$ cat config.mk
export PLATFORM = sky130hd
export DESIGN_NAME = autojoy
export DESIGN_NICKNAME = d
export VERILOG_FILES = /design/src/rtl/bus_pkg.sv /design/src/rtl/joy_port_shift.sv /design/src/rtl/autojoy.sv
export SDC_FILE = /design/constraint.sdc
export NUM_CORES = 1
export LEC_CHECK = 0
export BUFFER_PORTS_ARGS = -buffer_cell sky130_fd_sc_hd__buf_4
export CAP_MARGIN = 25
export CORE_MARGIN = 2
export CORE_UTILIZATION = 53
export DETAILED_ROUTE_END_ITERATION = 7
export PLACE_DENSITY = 0.83
export REMOVE_ABC_BUFFERS = 1
export SYNTH_ARGS = -nofsm -noshare
export SYNTH_HDL_FRONTEND = slang
export SYNTH_HIERARCHICAL = 1
export SYNTH_SLANG_ARGS = --single-unit
$ cat constraint.sdc
create_clock -name clk -period 1.8 [get_ports clk]
set_input_delay 0 -clock clk [delete_from_list [all_inputs] [get_ports clk]]
set_output_delay 0 -clock clk [all_outputs]
set_load 0.01 [all_outputs]
$ cat src/rtl/bus_pkg.sv
// B-bus register decode codes and the auto-joypad sequencer state encoding.
// Shared by hvint, autojoy and the CPU register decoder.
package bus_pkg;

  typedef enum logic [4:0] {
    A_NONE,
    A_NMITIMEN,
    A_JOYWR,
    A_JOYSER0,
    A_JOYSER1,
    A_JOY1L,
    A_JOY1H,
    A_JOY2L,
    A_JOY2H,
    A_JOY3L,
    A_JOY3H,
    A_JOY4L,
    A_JOY4H
  } a_op_type;

  typedef enum logic [2:0] {
    IDLE,
    LATCH_HI,
    LATCH_LO,
    BIT_LO,
    BIT_HI
  } autojoy_state_t;

  localparam int JOY_BITS  = 16;
  localparam int JOY_PORTS = 2;

endpackage

$ cat src/rtl/joy_port_shift.sv
// Per-port pad shifters: D0 feeds JOY1/JOY2, D1 feeds JOY3/JOY4.
// The D1 shifter only exists when AUTOJOY_MULTITAP_EN is defined.
module joy_port_shift
  import bus_pkg::*;
(
  input  logic                clk,
  input  logic                reset,
  input  logic                i_shift,
  input  logic [1:0]          i_data,
  output logic [JOY_BITS-1:0] o_d0,
  output logic [JOY_BITS-1:0] o_d1
);

  logic [JOY_BITS-1:0] r_d0;

  // Pad lines are active-low; the registers hold 1 = pressed.
  always_ff @(posedge clk) begin
    if (reset)        r_d0 <= '0;
    else if (i_shift) r_d0 <= {r_d0[JOY_BITS-2:0], ~i_data[0]};
  end
  assign o_d0 = r_d0;

`ifdef AUTOJOY_MULTITAP_EN
  logic [JOY_BITS-1:0] r_d1;

  always_ff @(posedge clk) begin
    if (reset)        r_d1 <= '0;
    else if (i_shift) r_d1 <= {r_d1[JOY_BITS-2:0], ~i_data[1]};
  end
  assign o_d1 = r_d1;
`else
  logic w_unused_d1;
  assign w_unused_d1 = i_data[1];
  assign o_d1        = '0;
`endif

endmodule

$ cat src/rtl/autojoy.sv
// Auto-joypad read sequencer plus manual JOYWR/JOYSERn serial access.
// Define AUTOJOY_MULTITAP_EN to capture the D1 lines into JOY3/JOY4.
module autojoy
  import bus_pkg::*;
#(
  parameter int STEP_CYCLES = 64
) (
  input  logic       clk,
  input  logic       reset,
  input  logic       cpu_en,
  input  a_op_type   a_op,
  input  logic [7:0] wdata,
  output logic [7:0] rdata,
  input  logic       vblank,
  input  logic [1:0] joy_data1,
  input  logic [1:0] joy_data2,
  output logic       joy_latch,
  output logic       joy_clk1,
  output logic       joy_clk2,
  output logic       auto_busy
);

  localparam int SW = $clog2(STEP_CYCLES + 1);
  localparam logic [SW-1:0] STEP_LAST = SW'(STEP_CYCLES - 1);

  autojoy_state_t r_state;
  logic [SW-1:0]  r_step;
  logic [3:0]     r_bit_cnt;
  logic           r_fsm_latch;
  logic           r_fsm_clk;
  logic           r_vblank_prev;
  logic           r_auto_en;
  logic           r_man_latch;
  logic           r_man_clk1;
  logic           r_man_clk2;

  logic w_start;
  logic w_last;
  logic w_shift;
  logic w_ser1_hi;
  logic w_ser2_hi;

  logic [JOY_PORTS-1:0][1:0]          w_pad;
  logic [JOY_PORTS-1:0][JOY_BITS-1:0] w_d0;
  logic [JOY_PORTS-1:0][JOY_BITS-1:0] w_d1;

  assign w_start = vblank & ~r_vblank_prev & r_auto_en & (r_state == IDLE);
  assign w_last  = (r_step == STEP_LAST);
  assign w_shift = (r_state == BIT_LO) && (r_step == '0);

  // CPU-side registers; a JOYSER read strobes that port's clock low for one cycle.
  always_ff @(posedge clk) begin
    if (reset) begin
      r_vblank_prev <= 1'b0;
      r_auto_en     <= 1'b0;
      r_man_latch   <= 1'b0;
      r_man_clk1    <= 1'b1;
      r_man_clk2    <= 1'b1;
    end else begin
      r_vblank_prev <= vblank;
      r_man_clk1    <= ~(cpu_en && a_op == A_JOYSER0);
      r_man_clk2    <= ~(cpu_en && a_op == A_JOYSER1);
      if (cpu_en && a_op == A_NMITIMEN) r_auto_en   <= wdata[0];
      if (cpu_en && a_op == A_JOYWR)    r_man_latch <= wdata[0];
    end
  end

  // Sequencer: every state lasts STEP_CYCLES; latch and clock are registered
  // alongside the state so they change on the same edge.
  always_ff @(posedge clk) begin
    if (reset) begin
      r_state     <= IDLE;
      r_step      <= '0;
      r_bit_cnt   <= '0;
      r_fsm_latch <= 1'b0;
      r_fsm_clk   <= 1'b1;
    end else begin
      r_step <= w_last ? '0 : r_step + 1'b1;
      case (r_state)
        IDLE: begin
          r_step <= '0;
          if (w_start) begin
            r_state     <= LATCH_HI;
            r_bit_cnt   <= '0;
            r_fsm_latch <= 1'b1;
          end
        end
        LATCH_HI: if (w_last) begin
          r_state     <= LATCH_LO;
          r_fsm_latch <= 1'b0;
        end
        LATCH_LO: if (w_last) begin
          r_state   <= BIT_LO;
          r_fsm_clk <= 1'b0;
        end
        BIT_LO: if (w_last) begin
          r_state   <= BIT_HI;
          r_fsm_clk <= 1'b1;
        end
        BIT_HI: if (w_last) begin
          r_bit_cnt <= r_bit_cnt + 1'b1;
          if (r_bit_cnt == 4'd15) begin
            r_state <= IDLE;
          end else begin
            r_state   <= BIT_LO;
            r_fsm_clk <= 1'b0;
          end
        end
        default: begin
          r_state     <= IDLE;
          r_fsm_latch <= 1'b0;
          r_fsm_clk   <= 1'b1;
        end
      endcase
    end
  end

  assign w_pad = {joy_data2, joy_data1};

  for (genvar gp = 0; gp < JOY_PORTS; gp++) begin : g_port
    joy_port_shift u_shift (
      .clk     (clk),
      .reset   (reset),
      .i_shift (w_shift),
      .i_data  (w_pad[gp]),
      .o_d0    (w_d0[gp]),
      .o_d1    (w_d1[gp])
    );
  end

`ifdef AUTOJOY_MULTITAP_EN
  assign w_ser1_hi = ~joy_data1[1];
  assign w_ser2_hi = ~joy_data2[1];
`else
  assign w_ser1_hi = 1'b0;
  assign w_ser2_hi = 1'b0;
`endif

  always_comb begin
    rdata = 8'h00;
    case (a_op)
      A_JOYSER0: rdata = {6'h0, w_ser1_hi, ~joy_data1[0]};
      A_JOYSER1: rdata = {6'h0, w_ser2_hi, ~joy_data2[0]};
      A_JOY1L:   rdata = w_d0[0][7:0];
      A_JOY1H:   rdata = w_d0[0][15:8];
      A_JOY2L:   rdata = w_d0[1][7:0];
      A_JOY2H:   rdata = w_d0[1][15:8];
      A_JOY3L:   rdata = w_d1[0][7:0];
      A_JOY3H:   rdata = w_d1[0][15:8];
      A_JOY4L:   rdata = w_d1[1][7:0];
      A_JOY4H:   rdata = w_d1[1][15:8];
      default:   rdata = 8'h00;
    endcase
  end

  assign joy_latch = r_man_latch | r_fsm_latch;
  assign joy_clk1  = r_fsm_clk & r_man_clk1;
  assign joy_clk2  = r_fsm_clk & r_man_clk2;
  assign auto_busy = (r_state != IDLE);

endmodule

## Yosys cells after proc, flatten, opt, wreduce, memory -nomap -nowiden

Cells that the tools add are included.

| storage, ports and cells | value |
|---|---|
| bits in registers | 53 |
| latch bits | 0 |
| memory bits (writable) | 0 |
| ROM bits | 0 |
| input port bits | 21 |
| output and inout port bits | 12 |
| word-level logic and storage cells | 81 |
| memories kept | 0 |

| cells by class | value |
|---|---|
| add/subtract/negate cells | 2 |
| multipliers | 0 |
| divide/modulo/power cells | 0 |
| order comparisons | 0 |
| equality and inequality tests | 20 |
| shift operators | 0 |
| muxes and demuxes | 18 |
| bitwise operators | 13 |
| reduce and logical (&&, ||, !) cells | 16 |

Operators by type and width:

| operator | number |
|---|---|
| $pmux 8 s6 | 1 |
| $eq 5x3->1 const B | 4 |
| $mux 3 | 5 |
| $pmux 3 s5 | 1 |
| $ne 2x2->1 const B | 6 |
| $eq 5x2->1 const B | 2 |
| $reduce_and 5->1 | 2 |
| $mux 4 | 2 |
| $pmux 4 s2 | 1 |
| $add 7x1->7 const B | 1 |
| $eq 7x6->1 const B | 1 |
| $logic_not 7->1 | 1 |
| $not 1->1 | 7 |
| $eq 3x2->1 const B | 2 |
| $reduce_and 3->1 | 2 |
| $reduce_or 3->1 | 2 |
| $and 1x1->1 | 5 |
| $eq 5x1->1 const B | 1 |
| $eq 5x4->1 const B | 1 |
| $logic_and 1x1->1 | 5 |
| $mux 1 | 5 |
| $add 4x1->4 const B | 1 |
| $eq 4x4->1 const B | 1 |
| $pmux 1 s4 | 1 |
| 9 further kinds | 9 |

## Logic depth before layout (Yosys ltp)

Gate-level depths: netlist of the first run.

| logic depth | value |
|---|---|
| depth after elaboration | 6 |
| mapped depth | 9 |
| gate-level depth less buffers | 7 |

## Cells and area by module

Netlist of the first run, hierarchy kept.

By module, submodules not included:

| module | times used | cells each | area each (um2) | seq. area each (um2) |
|---|---|---|---|---|
| autojoy | 1 | 197 | 1596.5 | 420.4 |
| joy_port_shift | 2 | 69 | 708.2 | 320.3 |

## Least setup slack after synthesis of the first run

No wires, ideal clock.

| timing path | value |
|---|---|
| kind | register to register |
| start point | register r_state[1] |
| end point | register g_port[0].u_shift.r_d0[12] |
| setup time | 0.117 ns |
| arrival | 1.748 ns |
| data required time | 1.683 ns |
| slack | -0.065 ns |
| stages on the path, launching flop included | 9 |
| path buffers | 3 |
| period minus slack after synthesis | 1.865 ns |
| cell sequence | dfxtp_1 clkbuf_1 nor2b_1 nand2_1 nor4_1 buf_6 buf_12 mux2i_1 nor2_1 |

| on the way | value |
|---|---|
| longest elaborated chain between the ends | 2 |

RTL lines:

| item | RTL line | source |
|---|---|---|
| start: declaration | autojoy.sv:26 | `autojoy_state_t r_state;` |
| start signal: assignment | autojoy.sv:72 | `r_state <= IDLE;` |
| start signal: assignment | autojoy.sv:83 | `r_state <= LATCH_HI;` |
| start signal: assignment | autojoy.sv:89 | `r_state <= LATCH_LO;` |
| $eq 3x2->1 | autojoy.sv:49 | `assign w_shift = (r_state == BIT_LO) && (r_step == '0);` |
| $logic_and 1x1->1 | autojoy.sv:49 |  |
| net w_shift | autojoy.sv:39 | `logic w_shift;` |
| end signal: assignment | joy_port_shift.sv:19 | `else if (i_shift) r_d0 <= {r_d0[JOY_BITS-2:0], ~i_data[0]};` |
| end: declaration | joy_port_shift.sv:14 | `logic [JOY_BITS-1:0] r_d0;` |

The timed path passes the listed nets, and every way through them passes these cells.
A chain may end at the register's enable or synchronous reset.

## Worst setup path after layout of the first run

| timing path | value |
|---|---|
| start point | register r_step[0] |
| end point | register r_fsm_clk |

| on the way | value |
|---|---|
| longest elaborated chain between the ends | 3 |
| elaborated cells on any way between the ends | 5 |
| those cells by class | eq/ne: 4; reduce/logical: 1 |

RTL lines:

| item | RTL line | source |
|---|---|---|
| start: declaration | autojoy.sv:27 | `logic [SW-1:0] r_step;` |
| start signal: assignment | autojoy.sv:78 | `r_step <= w_last ? '0 : r_step + 1'b1;` |
| $eq 7x6->1 (*) | autojoy.sv:48 | `assign w_last = (r_step == STEP_LAST);` |
| $ne 2x2->1 (no line) | -- |  |
| $reduce_and 5->1 (no line) (*) | -- |  |
| end signal: assignment | autojoy.sv:76 | `r_fsm_clk <= 1'b1;` |
| end signal: assignment | autojoy.sv:94 | `r_fsm_clk <= 1'b0;` |
| end signal: assignment | autojoy.sv:98 | `r_fsm_clk <= 1'b1;` |
| end: declaration | autojoy.sv:30 | `logic r_fsm_clk;` |

Mark *: on every way between the ends. The rest lies on a longest branch, timed or not.

==> run summary, run 1 <==
The logs give 413 for the number of placed instances with taps included and 0.525 for the worst max-slew margin expressed relative to the limit. The run gives 389 as the net total in the final layout. Cell family with the largest share of critical-path delay: compound AO/OA/AOI/OAI gates. Category of the critical setup timing path: flop to flop. Data arrives at the worst endpoint at 2.03 ns. Traced cell by cell, the critical path runs through buf_6 > ha_2 > and4b_2 > buf_4 > and2_1 > a2111oi_2 > a21oi_1.

The logs give 0.624 for the final core utilization and 2 for the H-tree depth. STA puts the critical path data required time at 1.98 ns. The maximum number of pins on one net before global-route repair was 48. The synthesized design spends more area on one cell type than any other, namely sky130_fd_sc_hd__dfxtp_1. After the flow finishes, the layout carries non-filler instances totaling 438. The maximum fanout along the worst path was 6; the total setup violations reported at the end of the flow was 1.

The net switching power of the design is 488 uW. The number of buffers and inverters on the critical path was 2; the wire length per cell after detailed routing was 15.4 um. Detailed-route DRC error count: 0.

Summing every instance area after synthesis gives 3010 sq um. The maximum clock insertion buffer count is 2, and the overall die area is 6300 sq um. The checks that failed: setup timing. For the internal reg-to-reg setup slack, the log shows -0.05 ns. The total vias in the final route is 2449, and the post-DP HPWL is 4200 um. The flop and latch count out of synthesis came out at 53. The tools report the final hold violation count as 0. The run gives 417 as the fill cell total of the finished layout. The share of synthesized registers carrying an async set or reset is 0, and the die width is 79.4 um.

The number of global-route vias before repair was 2264. The switching share of total power came out at 0.242. The run gives 1710 sq um as the area of combinational cells with multiple inputs. Remaining number of nets flagged by the antenna check after routing: 0.

The detailed router's first-iteration violation count is 176, and the largest stage delay on the critical path is 0.43 ns. Category of the worst setup path launch point: a flop. The pre-antenna-repair detailed-routing pass consisted of 4 iterations. For the TritonCTS sink count, the log shows 53. Setup repair after global routing could not meet its margin everywhere. The tools report the number of warnings printed during yosys synthesis as 6.

The most used flip-flop cell after synthesis is sky130_fd_sc_hd__dfxtp_1. For this run, the top clock speed supported by timing is 542 MHz. The logs give 0.352 for the sequential share of the synthesized area and 5510 sq um for the core area. Per-instance average area after synthesis: 8.99 sq um.

The run finished, with violations left. For the proportion of power drawn by combinational gates, the log shows 0.087. The analysis attributes to cell leakage a power of 0.00138 uW. Internal power comes to 1530 uW. The initial standard-cell utilization of the core is 0.547, and the area overhead of the layout relative to synthesis is 14.0%.

Number of top-level pins: 33. The number of maximum-capacitance constraint violations was 0; the setup clock skew after layout was 0.00371 ns. The total clock buffers created by CTS is 5, and the final global-route overflow total is 0. The tightest hold path in the finished design has a slack of 0.0496 ns.

The finished cells cover 3430 sq um. The first global-routing pass estimated 10900 um of wire. The via count normalized by instance count came out at 5.59. In the layout the commonest cells are sky130_fd_sc_hd__dfxtp_1 (51), sky130_fd_sc_hd__nor2_1 (45), sky130_fd_sc_hd__mux2i_1 (34), sky130_fd_sc_hd__buf_4 (34), sky130_fd_sc_hd__conb_1 (32). The fraction of final layout cells sized beyond drive strength 1 came out at 0.191. By area the synthesized netlist is led by sky130_fd_sc_hd__dfxtp_1 (35%), sky130_fd_sc_hd__mux2i_1 (11%), sky130_fd_sc_hd__buf_4 (8.2%), sky130_fd_sc_hd__nor2_1 (5.6%), sky130_fd_sc_hd__and3_1 (3.5%).

The power density of the placed cells works out to 587 nW/um^2. The fraction of the cycle the final worst path needs is 1.03, and the instance count of the mapped netlist is 335. The worst path needs 1.85 ns of the cycle, external delays included.

The library cell used most frequently in the layout, excluding fill and tap cells, is sky130_fd_sc_hd__dfxtp_1. Slew at the pin with the worst max-slew slack: 0.710 ns. The clock tree root buffer cell was sky130_fd_sc_hd__clkbuf_8.

Overall track demand over capacity in global routing: 0.219. The number of enable flip-flop cells after synthesis is 0. The vertical die dimension was 79.4 um. The path class of the lowest-slack min-delay path is input pin to flop. The run gives 0 as the final count of pins violating max slew.

Power comes to 2020 uW. The run gives 0 as the number of antenna cells inserted. Counting distinct cell types in the post-synthesis netlist gives 52. The storage element area is 1060 sq um. At the end of routability-driven placement, the weighted congestion stood at 0.879.

Critical path endpoint category: a flop. The later pin in the worst-skew pair is clocked with a latency of 0.30 ns. The minimum setup slack in the final design was -0.0460 ns. The clock edge transition at the registers on the reported setup and hold paths works out to 0.09 ns. The tools report the sequential fraction of design power as 0.586.

VDD sags by at most 504 uV. The slowest stage of the critical path belongs to the cell sky130_fd_sc_hd__a2111oi_2. For the number of antenna violations at the first check in global routing, the log shows 0. TritonCTS built the clock tree. The clock network fraction of total power is 0.327, and the fraction of synthesized cell area taken by the top area cell type is 0.352. The floorplan has 27 rows. Summing all placed instances gives a cell area of 3060 sq um. Summed over all layers, the routed wires come to 6740 um. The number of buffers inserted by port buffering came out at 23.
## power groups by stage
stage / clock network (uW) / registers, uW / logic (uW)
3_5_place_dp: 0 / 1210 / 155
6_report: 659 / 1180 / 176
2_1_floorplan: 0 / 1210 / 67.3
3_3_place_gp: 0 / 1210 / 152
5_1_grt: 713 / 1180 / 193
4_1_cts: 670 / 1180 / 168
## worst paths after layout
check | from | end | cells past startpoint
max | r_step[0]$_SDFF_PP0_ | r_fsm_clk$_SDFFE_PP1P_ | 7
min | a_op[4] | r_man_clk1$_SDFF_PP1_ | 3
max reg2reg | r_step[0]$_SDFF_PP0_ | r_fsm_clk$_SDFFE_PP1P_ | 7
min reg2reg | r_man_latch$_SDFFE_PP0P_ | r_man_latch$_SDFFE_PP0P_ | 2
## worst min-delay path, delay by kind of cell
kind	cells	cell delay, ns
buf+inv	1	0.13
simple gates	2	0.19
## state kept, by name (all words and copies together) (netlist names)
register,cells
r_man_clk2,1
r_bit_cnt,4
r_state,3
g_port.u_shift/o_d0,32
r_auto_en,1
r_man_clk1,1
r_step,7
r_fsm_clk,1
r_man_latch,1
r_fsm_latch,1
r_vblank_prev,1
## Yosys cell counts (2+ instances only)
library cell                 n
sky130_fd_sc_hd__o21ai_0     2
sky130_fd_sc_hd__a21oi_1     5
sky130_fd_sc_hd__nand2_1     6
sky130_fd_sc_hd__dfxtp_1    53
sky130_fd_sc_hd__xor2_1      4
sky130_fd_sc_hd__nand3_1    12
sky130_fd_sc_hd__a32oi_1     2
sky130_fd_sc_hd__nor3_1      4
sky130_fd_sc_hd__and4b_1     2
sky130_fd_sc_hd__and3_1     17
sky130_fd_sc_hd__nor2b_1     4
sky130_fd_sc_hd__nand4_1     6
sky130_fd_sc_hd__nor3b_1     3
sky130_fd_sc_hd__clkbuf_2    2
sky130_fd_sc_hd__buf_12      2
sky130_fd_sc_hd__and3b_1     2
sky130_fd_sc_hd__nand3b_1    7
sky130_fd_sc_hd__a2111oi_0   6
sky130_fd_sc_hd__ha_1        3
sky130_fd_sc_hd__and2_1     10
sky130_fd_sc_hd__a22oi_1    14
sky130_fd_sc_hd__nor4b_1     4
sky130_fd_sc_hd__buf_6       4
sky130_fd_sc_hd__mux2i_1    34
sky130_fd_sc_hd__buf_4      33
sky130_fd_sc_hd__nor4_1      3
sky130_fd_sc_hd__clkbuf_1    6
sky130_fd_sc_hd__or2_2       2
sky130_fd_sc_hd__conb_1      2
sky130_fd_sc_hd__buf_2       7
sky130_fd_sc_hd__a221o_1     2
sky130_fd_sc_hd__inv_1       4
sky130_fd_sc_hd__a211oi_1    2
sky130_fd_sc_hd__a31oi_1     2
sky130_fd_sc_hd__a211oi_2    3
sky130_fd_sc_hd__nor2_1     45
## timing repair
| action | CTS | global route |
|---|---|---|
| gates cloned | 3 | 1 |
| setup endpoints to repair | 32 | 35 |
| endpoints found under the hold margin | 7 | 0 |
| buffers inserted | 3 | 3 |
| hold buffers | 7 | 0 |
| gates resized for setup | 11 | 14 |
| pin swaps | 1 | 4 |
## cell families after synthesis
logic type | after synthesis | share of synthesized area
AO/OA/AOI/OAI | 44 | 0.114
adder cells (fa/ha/maj) | 3 | 0.0125
other | 2 | 0.00249
multiplexers | 35 | 0.117
AND/OR/NAND/NOR | 134 | 0.249
buffers and inverters | 59 | 0.139
XOR/XNOR | 5 | 0.0145
flip-flops | 53 | 0.352
## area by class of cell
class | instances | area share
clock buffer | 7 | 0.0222
inverter | 4 | 0.00437
timing repair buffer | 48 | 0.138
multi-input combinational | 253 | 0.498
clock inverter | 1 | 0.00219
tap | 72 | 0.0262
sequential | 53 | 0.310
## metal layers
| layer | global-route usage | part of all wire | vias up |
|---|---|---|---|
| met3 | 0.0328 | 0.043 | 10 |
| met5 | 0 | 0 | - |
| li1 | - | - | 1196 |
| met4 | 0.0707 | 0.015 | 0 |
| met1 | 0.303 | 0.47 | 1171 |
| met2 | 0.350 | 0.47 | 72 |
## stage by stage
| step | worst slack, ns | TNS (ns) |
|---|---|---|
| final | -0.0460 | -0.0460 |
| after global routing | -0.158 | -1.10 |
| after CTS | -0.116 | -2.56 |
| after detailed placement | -0.125 | -2.79 |
| after global placement | -0.0125 | -0.0722 |
| after floorplan | -4.08 | -130.04 |
Power figures use the tool's default switching activity.
==> inputs of run 2 (changes only) <==
CORE_MARGIN = unset   (was 2)
==> run 2 against run 1 <==
Effect of this change:
- the flow now finishes without violations
- register-to-register slack better by 0.09 ns
- clock power up 3%
- total power up 0.79%
- first-iteration DRC count down 27%
- maximum frequency up 4.9%
- cell area down 2.3%
- utilization down 1.5 points
- die area down 5.0%
- critical endpoint is now g_port[1].u_shift/o_d0[3]$_SDFFE_PP0P_
- largest cell class unchanged
- largest power group unchanged
==> run summary, run 2 (synthesized netlist as in run 1, its figures left out) <==
The tools report the total vias in the final route as 2441 (-0.33%). The TritonCTS sink count is 53 (unchanged), and the worst max-slew margin expressed relative to the limit is 0.500 (-0.0255). The internal reg-to-reg setup slack is 0.04 ns (+0.09 ns). The cell family contributing the most delay on the critical path is simple AND/OR/NAND/NOR gates.

The number of global-route vias before repair is 2314 (+2.2%), and the slew at the pin with the worst max-slew slack is 0.748 ns (+0.0381 ns). The final global-route overflow total is 0 (unchanged), and the total number of placement rows is 27 (unchanged). The critical path endpoint category is a flop. The maximum operating frequency came out at 568 MHz (+4.9%). For the first-pass detailed-route iteration total, the log shows 5 (+1).

The critical path arrival was 1.96 ns (-0.07 ns). The clock edge transition at the registers on the reported setup and hold paths works out to 0.10 ns (about the same). For the H-tree depth, the log shows 2 (unchanged). The run gives 3350 sq um (-2.3%) as the post-route standard cell area excluding fillers.

The maximum number of pins on one net before global-route repair was 38 (-21%). Traced cell by cell, the critical path runs through inv_2 > ha_2 > nor4b_4 > nand2_1 > nor4_2 > buf_4 > buf_12 > mux2i_1 > nor2_1. The run gives 0.547 (unchanged) as the initial standard-cell utilization of the core. Net total in the final layout: 388 (-0.26%).

The source-to-sink clock delay at the later pin of the worst-skew pair was 0.32 ns (+0.02 ns). The power density of the placed cells came out at 606 nW/um^2 (+3.2%). The detailed-route DRC error count came out at 0 (unchanged). Leaving out fill and tap cells, the most frequent cell in the layout is sky130_fd_sc_hd__dfxtp_1. The fraction of the cycle the final worst path needs was 0.978 (-0.0476). The tools report the startpoint of the worst-slack reg-to-reg timing path as r_step[0]$_SDFF_PP0_.

Final critical delay including setup and external delays: 1.76 ns (-0.0856 ns). The worst register-to-register path ends at g_port[1].u_shift/o_d0[3]$_SDFFE_PP0P_. The wire length per cell after detailed routing is 15.2 um (-0.99%), and the maximum fanout along the worst path is 11 (+5).

The largest individual stage delay along the critical path comes from the cell sky130_fd_sc_hd__dfxtp_2. Largest stage delay on the critical path: 0.35 ns (-0.08 ns). The category of the critical setup timing path is flop to flop. Setup repair after global routing could not meet its margin everywhere.

Number of top-level pins: 33 (unchanged). The leakage power figure is 0.00136 uW (-1.9%), and the wire length of the first global-routing pass is 10900 um (-0.69%). Via count normalized by instance count: 5.59 (about the same).

The flow ran to the end, and the final reports show no timing, DRC or antenna violations. Clock tree root buffer cell: sky130_fd_sc_hd__clkbuf_8. The final weighted congestion of routability-driven global placement came out at 0.857 (-2.5%). The top cell types in the final layout, fill and taps aside, are sky130_fd_sc_hd__dfxtp_1 (49), sky130_fd_sc_hd__nor2_1 (45), sky130_fd_sc_hd__buf_4 (35), sky130_fd_sc_hd__mux2i_1 (34), sky130_fd_sc_hd__conb_1 (32). The flip-flop count of the largest register after layout came out at 32 (unchanged). The logs give 5510 sq um (unchanged) for the core area and 0.0119 ns (+0.00816 ns) for the setup clock skew after layout. The overall track demand over capacity in global routing came out at 0.228 (+0.00887). The number of maximum-capacitance constraint violations is 0 (unchanged). Category of the worst setup path launch point: a flop.

For the critical path required time, the log shows 2.00 ns (+0.02 ns). The total cell area at the placement stage was 3130 sq um (+2.0%). The path class of the lowest-slack min-delay path is input pin to flop.

The maximum clock insertion buffer count was 2 (unchanged). The total setup violations reported at the end of the flow came out at 0 (-1). For the number of antenna violations at the first check in global routing, the log shows 0 (unchanged).

The fraction of final layout cells sized beyond drive strength 1 works out to 0.175 (-0.0159). Die width: 77.4 um (-2.5%). The number of antenna cells inserted came out at 0 (unchanged). TritonCTS built the clock tree. The number of buffers and inverters on the critical path came out at 3 (+1).

The count of cell instances traversed by the critical path is 9 (+2), and the worst voltage drop across the vdd grid is 392 uV (-22%). The final count of pins violating max slew is 0 (unchanged). Following the worst setup path forward leads to its endpoint at g_port[1].u_shift/o_d0[3]$_SDFFE_PP0P_. The cell depth of the worst flop-to-flop path works out to 9 (+2).

The final core utilization is 0.609 (-0.0145), and the remaining number of nets flagged by the antenna check after routing is 0 (unchanged). Relative to the synthesized area, the layout overhead comes to 11.3%. The detailed router's first-iteration violation count was 129 (-27%). The tools report the post-DP HPWL as 4540 um (+8.1%). The number of buffers inserted by port buffering is 23 (unchanged), and the vertical die dimension is 77.4 um (-2.5%).

The logs give 5990 sq um (-5.0%) for the overall die area and 5 (unchanged) for the total clock buffers created by CTS. In this run the worst setup path begins at r_step[0]$_SDFF_PP0_. The total wire length was 6660 um (-1.2%); the final hold violation count was 0 (unchanged).
==> run 2: cell type report <==
cell class,instances,area [sq um]
fill,436,2150
multi-input combinational,253,1670
sequential,53,1070
timing repair buffer,47,428
tap,72,90.1
clock buffer,7,76.3
inverter,4,15.0
clock inverter,1,7.51
==> run 2: how the worst min path moves through the flow <==
stage | startpoint | to | slack, ns | cells after the start
4_1_cts | a_op[3] | r_man_clk2$_SDFF_PP1_ | 0.08 | 3
2_1_floorplan | reset | r_bit_cnt[1]$_SDFFE_PP0P_ | 0.07 | 1
5_1_grt | a_op[3] | r_man_clk2$_SDFF_PP1_ | 0.12 | 3
3_5_place_dp | joy_data2[0] | g_port[1].u_shift/o_d0[0]$_SDFFE_PP0P_ | 0.20 | 2
3_3_place_gp | joy_data2[0] | g_port[1].u_shift/o_d0[0]$_SDFFE_PP0P_ | 0.20 | 2
6_report | a_op[3] | r_man_clk2$_SDFF_PP1_ | 0.09 | 3
==> run 2: what timing repair did <==
item	4_1_cts	5_1_grt
endpoints found under the setup margin	0	32
hold endpoints to repair	11	0
hold buffers	8	0
gates resized for setup	0	11
setup buffers	0	2
==> run 2: routing by layer <==
layer | global-route usage | part of all wire | vias up
met5 | 0 | 0 | -
met4 | 0.0962 | 0.015 | 0
met3 | 0.0506 | 0.052 | 8
met2 | 0.358 | 0.47 | 75
met1 | 0.299 | 0.46 | 1160
li1 | - | - | 1198
==> run 2: metrics by stage <==
step	hold WS, ns	setup TNS, ns	setup slack [ns]	std cells	power, uW
6_report	0.0939	0	0.0396	437	2030
4_1_cts	0.0815	0	0.0213	434	2030
3_5_place_dp	0.204	0	0.0432	418	1370
3_3_place_gp	0.198	0	0.0507	418	1360
2_1_floorplan	0.0691	-130.04	-4.08	310	1270
5_1_grt	0.125	-1.23	-0.0755	437	2100
==> run 2: worst register-to-register path, cell delays in order, from the launching register on <==
cell,delay [ns]
sky130_fd_sc_hd__dfxtp_2,0.35
sky130_fd_sc_hd__inv_2,0.05
sky130_fd_sc_hd__ha_2,0.17
sky130_fd_sc_hd__nor4b_4,0.19
sky130_fd_sc_hd__nand2_1,0.09
sky130_fd_sc_hd__nor4_2,0.14
sky130_fd_sc_hd__buf_4,0.24
sky130_fd_sc_hd__buf_12,0.17
sky130_fd_sc_hd__mux2i_1,0.20
sky130_fd_sc_hd__nor2_1,0.05
==> run 2: power by group <==
part / switching, uW / total (uW) / internal (uW)
sequential: 4.10 / 1180 / 1180
combinational: 97.8 / 174 / 76.4
clock: 401 / 678 / 276
